[src/rtl/seq_decoder.sv]
// Registered one-hot decoder with direct-load, scanning (up/down with dwell) and hold modes.
// Outputs come straight from registers; only in_ready is combinational.
module seq_decoder #(
    parameter int SEL_W   = 3,
    parameter int DWELL_W = 8
) (
    input  logic                  clk,
    input  logic                  rst_n,
    input  logic                  en,
    input  logic [1:0]            mode,
    input  logic                  in_valid,
    output logic                  in_ready,
    input  logic [SEL_W-1:0]      sel,
    input  logic [DWELL_W-1:0]    dwell,
    output logic [2**SEL_W-1:0]   dout,
    output logic                  dout_valid,
    output logic [SEL_W-1:0]      idx,
    output logic                  wrap
);
    localparam int N = 2**SEL_W;

    typedef enum logic [1:0] {ST_IDLE, ST_DIRECT, ST_SCAN, ST_HOLD} state_t;

    state_t               state_reg;
    state_t               state_next;
    logic                 dir_dn_reg;
    logic                 ctx_reg;
    logic [DWELL_W-1:0]   cnt_reg;
    logic [SEL_W-1:0]     idx_reg;
    logic [N-1:0]         dout_reg;
    logic                 valid_reg;
    logic                 wrap_reg;

    logic [SEL_W-1:0]     idx_step;
    logic                 step_wraps;
    logic                 resume;

    function automatic logic [N-1:0] onehot(input logic [SEL_W-1:0] i);
        logic [N-1:0] v;
        v    = '0;
        v[i] = 1'b1;
        return v;
    endfunction

    always_comb begin
        state_next = ST_IDLE;
        if (en) begin
            case (mode)
                2'b00:   state_next = ST_DIRECT;
                2'b11:   state_next = ST_HOLD;
                default: state_next = ST_SCAN;
            endcase
        end
    end

    assign in_ready   = en && (mode == 2'b00);
    assign idx_step   = mode[1] ? idx_reg - 1'b1 : idx_reg + 1'b1;
    assign step_wraps = mode[1] ? (idx_reg == '0) : (idx_reg == {SEL_W{1'b1}});
    // ctx_reg is only alive while in SCAN or HOLD, so a same-direction match means "keep counting".
    assign resume     = ctx_reg && (dir_dn_reg == mode[1]);

    always_ff @(posedge clk or negedge rst_n) begin
        if (!rst_n) begin
            state_reg  <= ST_IDLE;
            dir_dn_reg <= 1'b0;
            ctx_reg    <= 1'b0;
            cnt_reg    <= '0;
            idx_reg    <= '0;
            dout_reg   <= '0;
            valid_reg  <= 1'b0;
            wrap_reg   <= 1'b0;
        end else begin
            state_reg <= state_next;
            wrap_reg  <= 1'b0;
            case (state_next)
                ST_IDLE: begin
                    dout_reg  <= '0;
                    valid_reg <= 1'b0;
                    cnt_reg   <= '0;
                    ctx_reg   <= 1'b0;
                end
                ST_DIRECT: begin
                    ctx_reg <= 1'b0;
                    cnt_reg <= '0;
                    if (in_valid) begin
                        idx_reg   <= sel;
                        dout_reg  <= onehot(sel);
                        valid_reg <= 1'b1;
                    end
                end
                ST_SCAN: begin
                    if (!resume) begin
                        // Fresh scan or direction change: restart dwell at the current index.
                        cnt_reg    <= '0;
                        dout_reg   <= onehot(idx_reg);
                        valid_reg  <= 1'b1;
                        dir_dn_reg <= mode[1];
                        ctx_reg    <= 1'b1;
                    end else if (cnt_reg >= dwell) begin
                        cnt_reg   <= '0;
                        idx_reg   <= idx_step;
                        dout_reg  <= onehot(idx_step);
                        valid_reg <= 1'b1;
                        wrap_reg  <= step_wraps;
                    end else begin
                        cnt_reg <= cnt_reg + 1'b1;
                    end
                end
                default: ;
            endcase
        end
    end

    assign dout       = dout_reg;
    assign dout_valid = valid_reg;
    assign idx        = idx_reg;
    assign wrap       = wrap_reg;
endmodule
[config.mk]
export PLATFORM = sky130hd
export DESIGN_NAME = seq_decoder
export DESIGN_NICKNAME = d
export VERILOG_FILES = /design/src/rtl/seq_decoder.sv
export SDC_FILE = /design/constraint.sdc
export NUM_CORES = 1
export LEC_CHECK = 0
export ABC_CLOCK_PERIOD_IN_PS = 2800
export CAP_MARGIN = 20
export CORE_UTILIZATION = 50
export CTS_CLUSTER_DIAMETER = 40
export CTS_CLUSTER_SIZE = 10
export DETAILED_ROUTE_END_ITERATION = 8
export PLACE_DENSITY = 0.82
export REMOVE_ABC_BUFFERS = 1
export SYNTH_ARGS = -nofsm -noshare
export SYNTH_HDL_FRONTEND = slang
export SYNTH_SLANG_ARGS = --single-unit
[constraint.sdc]
create_clock -name clk -period 2.8 [get_ports clk]
set_clock_uncertainty 0.1 [all_clocks]
set_input_delay 0.28 -clock clk [delete_from_list [all_inputs] [get_ports clk]]
set_output_delay 0.28 -clock clk [all_outputs]
set_load 0.01 [all_outputs]
==> flow_summary.json <==
{
  "outcome": "finished clean",
  "vias_per_cell": 5.828,
  "h-tree-depth": 1,
  "syn_inst": 188,
  "dieHeight_um": 61.61,
  "dp_hpwl_um": 3261,
  "tns_ns": 0,
  "hold_violations": 0,
  "layout_commonest_cell": "clkdlybuf4s50_1",
  "synthFlopType": "dfrtp_1",
  "worst_hold_slack_ns": 0.1918,
  "r2r_slack_ns": 0.34,
  "ctsResizeCount": 0,
  "nets": 251,
  "min_path_type": "primary input to asynchronous set/reset pin",
  "drive_gt1_share_pct": 14.93,
  "startpoint_type": "register",
  "tightest_slew_ns": 0.5152,
  "yosysTopAreaCell": "dfrtp_1",
  "clock_latency_ns": 0.32,
  "cts_tree": "built",
  "critical_path_class": "register to register",
  "area_growth_pct": 21.48,
  "grt_max_degree": 24,
  "syn-cell-area_mm2": 0.001777,
  "grt_use_total_pct": 24.34,
  "ioPinCount": 31,
  "ant_nets": 0,
  "layout_common_cells": "30 x clkdlybuf4s50_1, 23 x dfrtp_1, 14 x inv_1",
  "start_util_pct": 52.83,
  "fp.coreArea_mm2": 0.003363,
  "io_buffer_count": 30,
  "cap_viol_max_count": 0,
  "endpoint_kind": "register",
  "irDropWorstVdd_uv": 325.2,
  "synth-edff-count": 0,
  "fillerInstances": 309,
  "fin_area_mm2": 0.002158,
  "rsz0062_at_grt": "false",
  "die_x_um": 61.61,
  "routed_wl_um": 4239,
  "overflow": 0,
  "slew_violations": 0,
  "drc": 0,
  "synth_cell_type_count": 51,
  "grt_pass1_wl_um": 6803,
  "cp.arrival_ns": 2.57,
  "rows": 21,
  "cts_buffer_depth": 2,
  "dieArea_mm2": 0.003796,
  "firstDrtPassIters": 4,
  "synth_top_cell_area_share_pct": 32.39,
  "diodes": 0,
  "holdBufCountCts": 0,
  "vias": 1556,
  "grt_pass1_vias": 1511,
  "period_minus_slack_ns": 2.456,
  "antenna_found_initial": 0,
  "max-slew-margin-rel_pct": 65.53,
  "synth_area_leaders": "dfrtp_1 32%, ha_1 7.7%, mux2_2 5.7%, a32o_1 3.4%, inv_1 3.0%",
  "root_buffer": "clkbuf_4",
  "setup_viol": 0,
  "numClockSinks": 23,
  "required_ns": 2.92,
  "cellLeakagePower_uw": 0.001004,
  "post_drt_wl_per_cell_um": 15.88,
  "min_period_over_period_pct": 87.72,
  "postCtsSetupBuffers": 0,
  "async_flop_share_pct": 100.0,
  "max_freq_mhz": 407.1,
  "ys_ff_latch": 23,
  "ys.warnings.count": 0,
  "path_max_fanout": 13,
  "syn_area_per_cell_um2": 9.451,
  "drtIter0Drc": 38,
  "placed_area_mm2": 0.002131,
  "clk_pin_slew_ns": 0.13,
  "gp_congestion": 0.9854,
  "cts_inserted_buffers": 3,
  "power_density_mw_per_mm2": 413.7,
  "ys_seq_area_share_pct": 32.39
}
[critical path: stages, from the launching register on]
cell and delay [ns]:
dfrtp_1 0.43, inv_1 0.11, ha_1 0.24, nand2b_1 0.16, a2111oi_2 0.38, o31ai_1 0.10, buf_4 0.18, o21a_1 0.33
mux2_2 0.33
[cell families (layout without fill, tap and decap cells)]
| kind of cell | Yosys count | in the layout | synth area share (%) |
|---|---|---|---|
| adder cells (fa/ha/maj) | 12 | 12 | 8.873 |
| flip-flops | 23 | 23 | 32.39 |
| AND/OR/NAND/NOR | 70 | 70 | 22.82 |
| AO/OA/AOI/OAI | 44 | 44 | 19.30 |
| XOR/XNOR | 4 | 4 | 2.817 |
| buffers and inverters | 24 | 57 | 6.971 |
| multiplexers | 11 | 11 | 6.831 |
[power by group]
group          internal [µW]  total, µW  switching (µW)
Combinational            163        343             180
Clock                   53.5        159             105
Sequential               354        390            36.8
Total                    570        893             322
[synth_stat cells (3+ instances only)]
library cell and instances:
xnor2_1 3, dfrtp_1 23, nand3_1 4, a22oi_1 3, nor2b_1 8, a31oi_1 3, o31ai_1 6, a31o_2 3
and3_1 8, mux2_2 9, inv_1 14, nand4_1 6, a21oi_1 6, o21a_1 3, clkbuf_1 4, a32o_1 6
ha_1 11, nor2_1 12, nand2_1 11, and2_1 3
[layout make-up]
class | instances | area (µm²) | share of cell area (%)
clock buffers | 3 | 22.52 | 1.043
clock inverters | 1 | 5.005 | 0.2319
inverters | 14 | 52.55 | 2.435
multi-input cells | 141 | 1077 | 49.91
flip-flops and latches | 23 | 575.6 | 26.67
well taps | 46 | 57.56 | 2.667
repair buffers | 39 | 367.9 | 17.04
[routing by layer]
layer | global-route usage (%) | vias up | wire length, µm
met5 | 0 | - | 0
met4 | 6.667 | 0 | 45
met3 | 3.151 | 6 | 201
met2 | 45.01 | 50 | 2142
met1 | 29.47 | 737 | 1850
li1 | - | 763 | -
[final timing paths]
kind	startpoint	to	cells past startpoint
setup reg to reg	cnt_reg[0]	dout[5]	8
min in group clk	dout[3]	dout[3]	1
hold / removal	rst_n	dout[4]	2
hold reg to reg	dout[3]	dout[3]	1
max in group asynchronous	rst_n	cnt_reg[2]	2
setup / recovery	cnt_reg[0]	dout[5]	8
[stage by stage]
| step | setup slack [ns] | std cells | utilization, % | total power (µW) |
|---|---|---|---|---|
| after floorplan | 0.2076 | 178 | - | 595.1 |
| after global placement | 0.1136 | 263 | 63.36 | 738.2 |
| after detailed placement | 0.07139 | 263 | 63.36 | 735.4 |
| after CTS | 0.3411 | 267 | 64.17 | 889.3 |
| after global routing | 0.2172 | 267 | 64.17 | 943.0 |
| final | 0.3438 | 267 | 64.17 | 892.8 |
No activity file was read; power rests on OpenSTA's default activity.
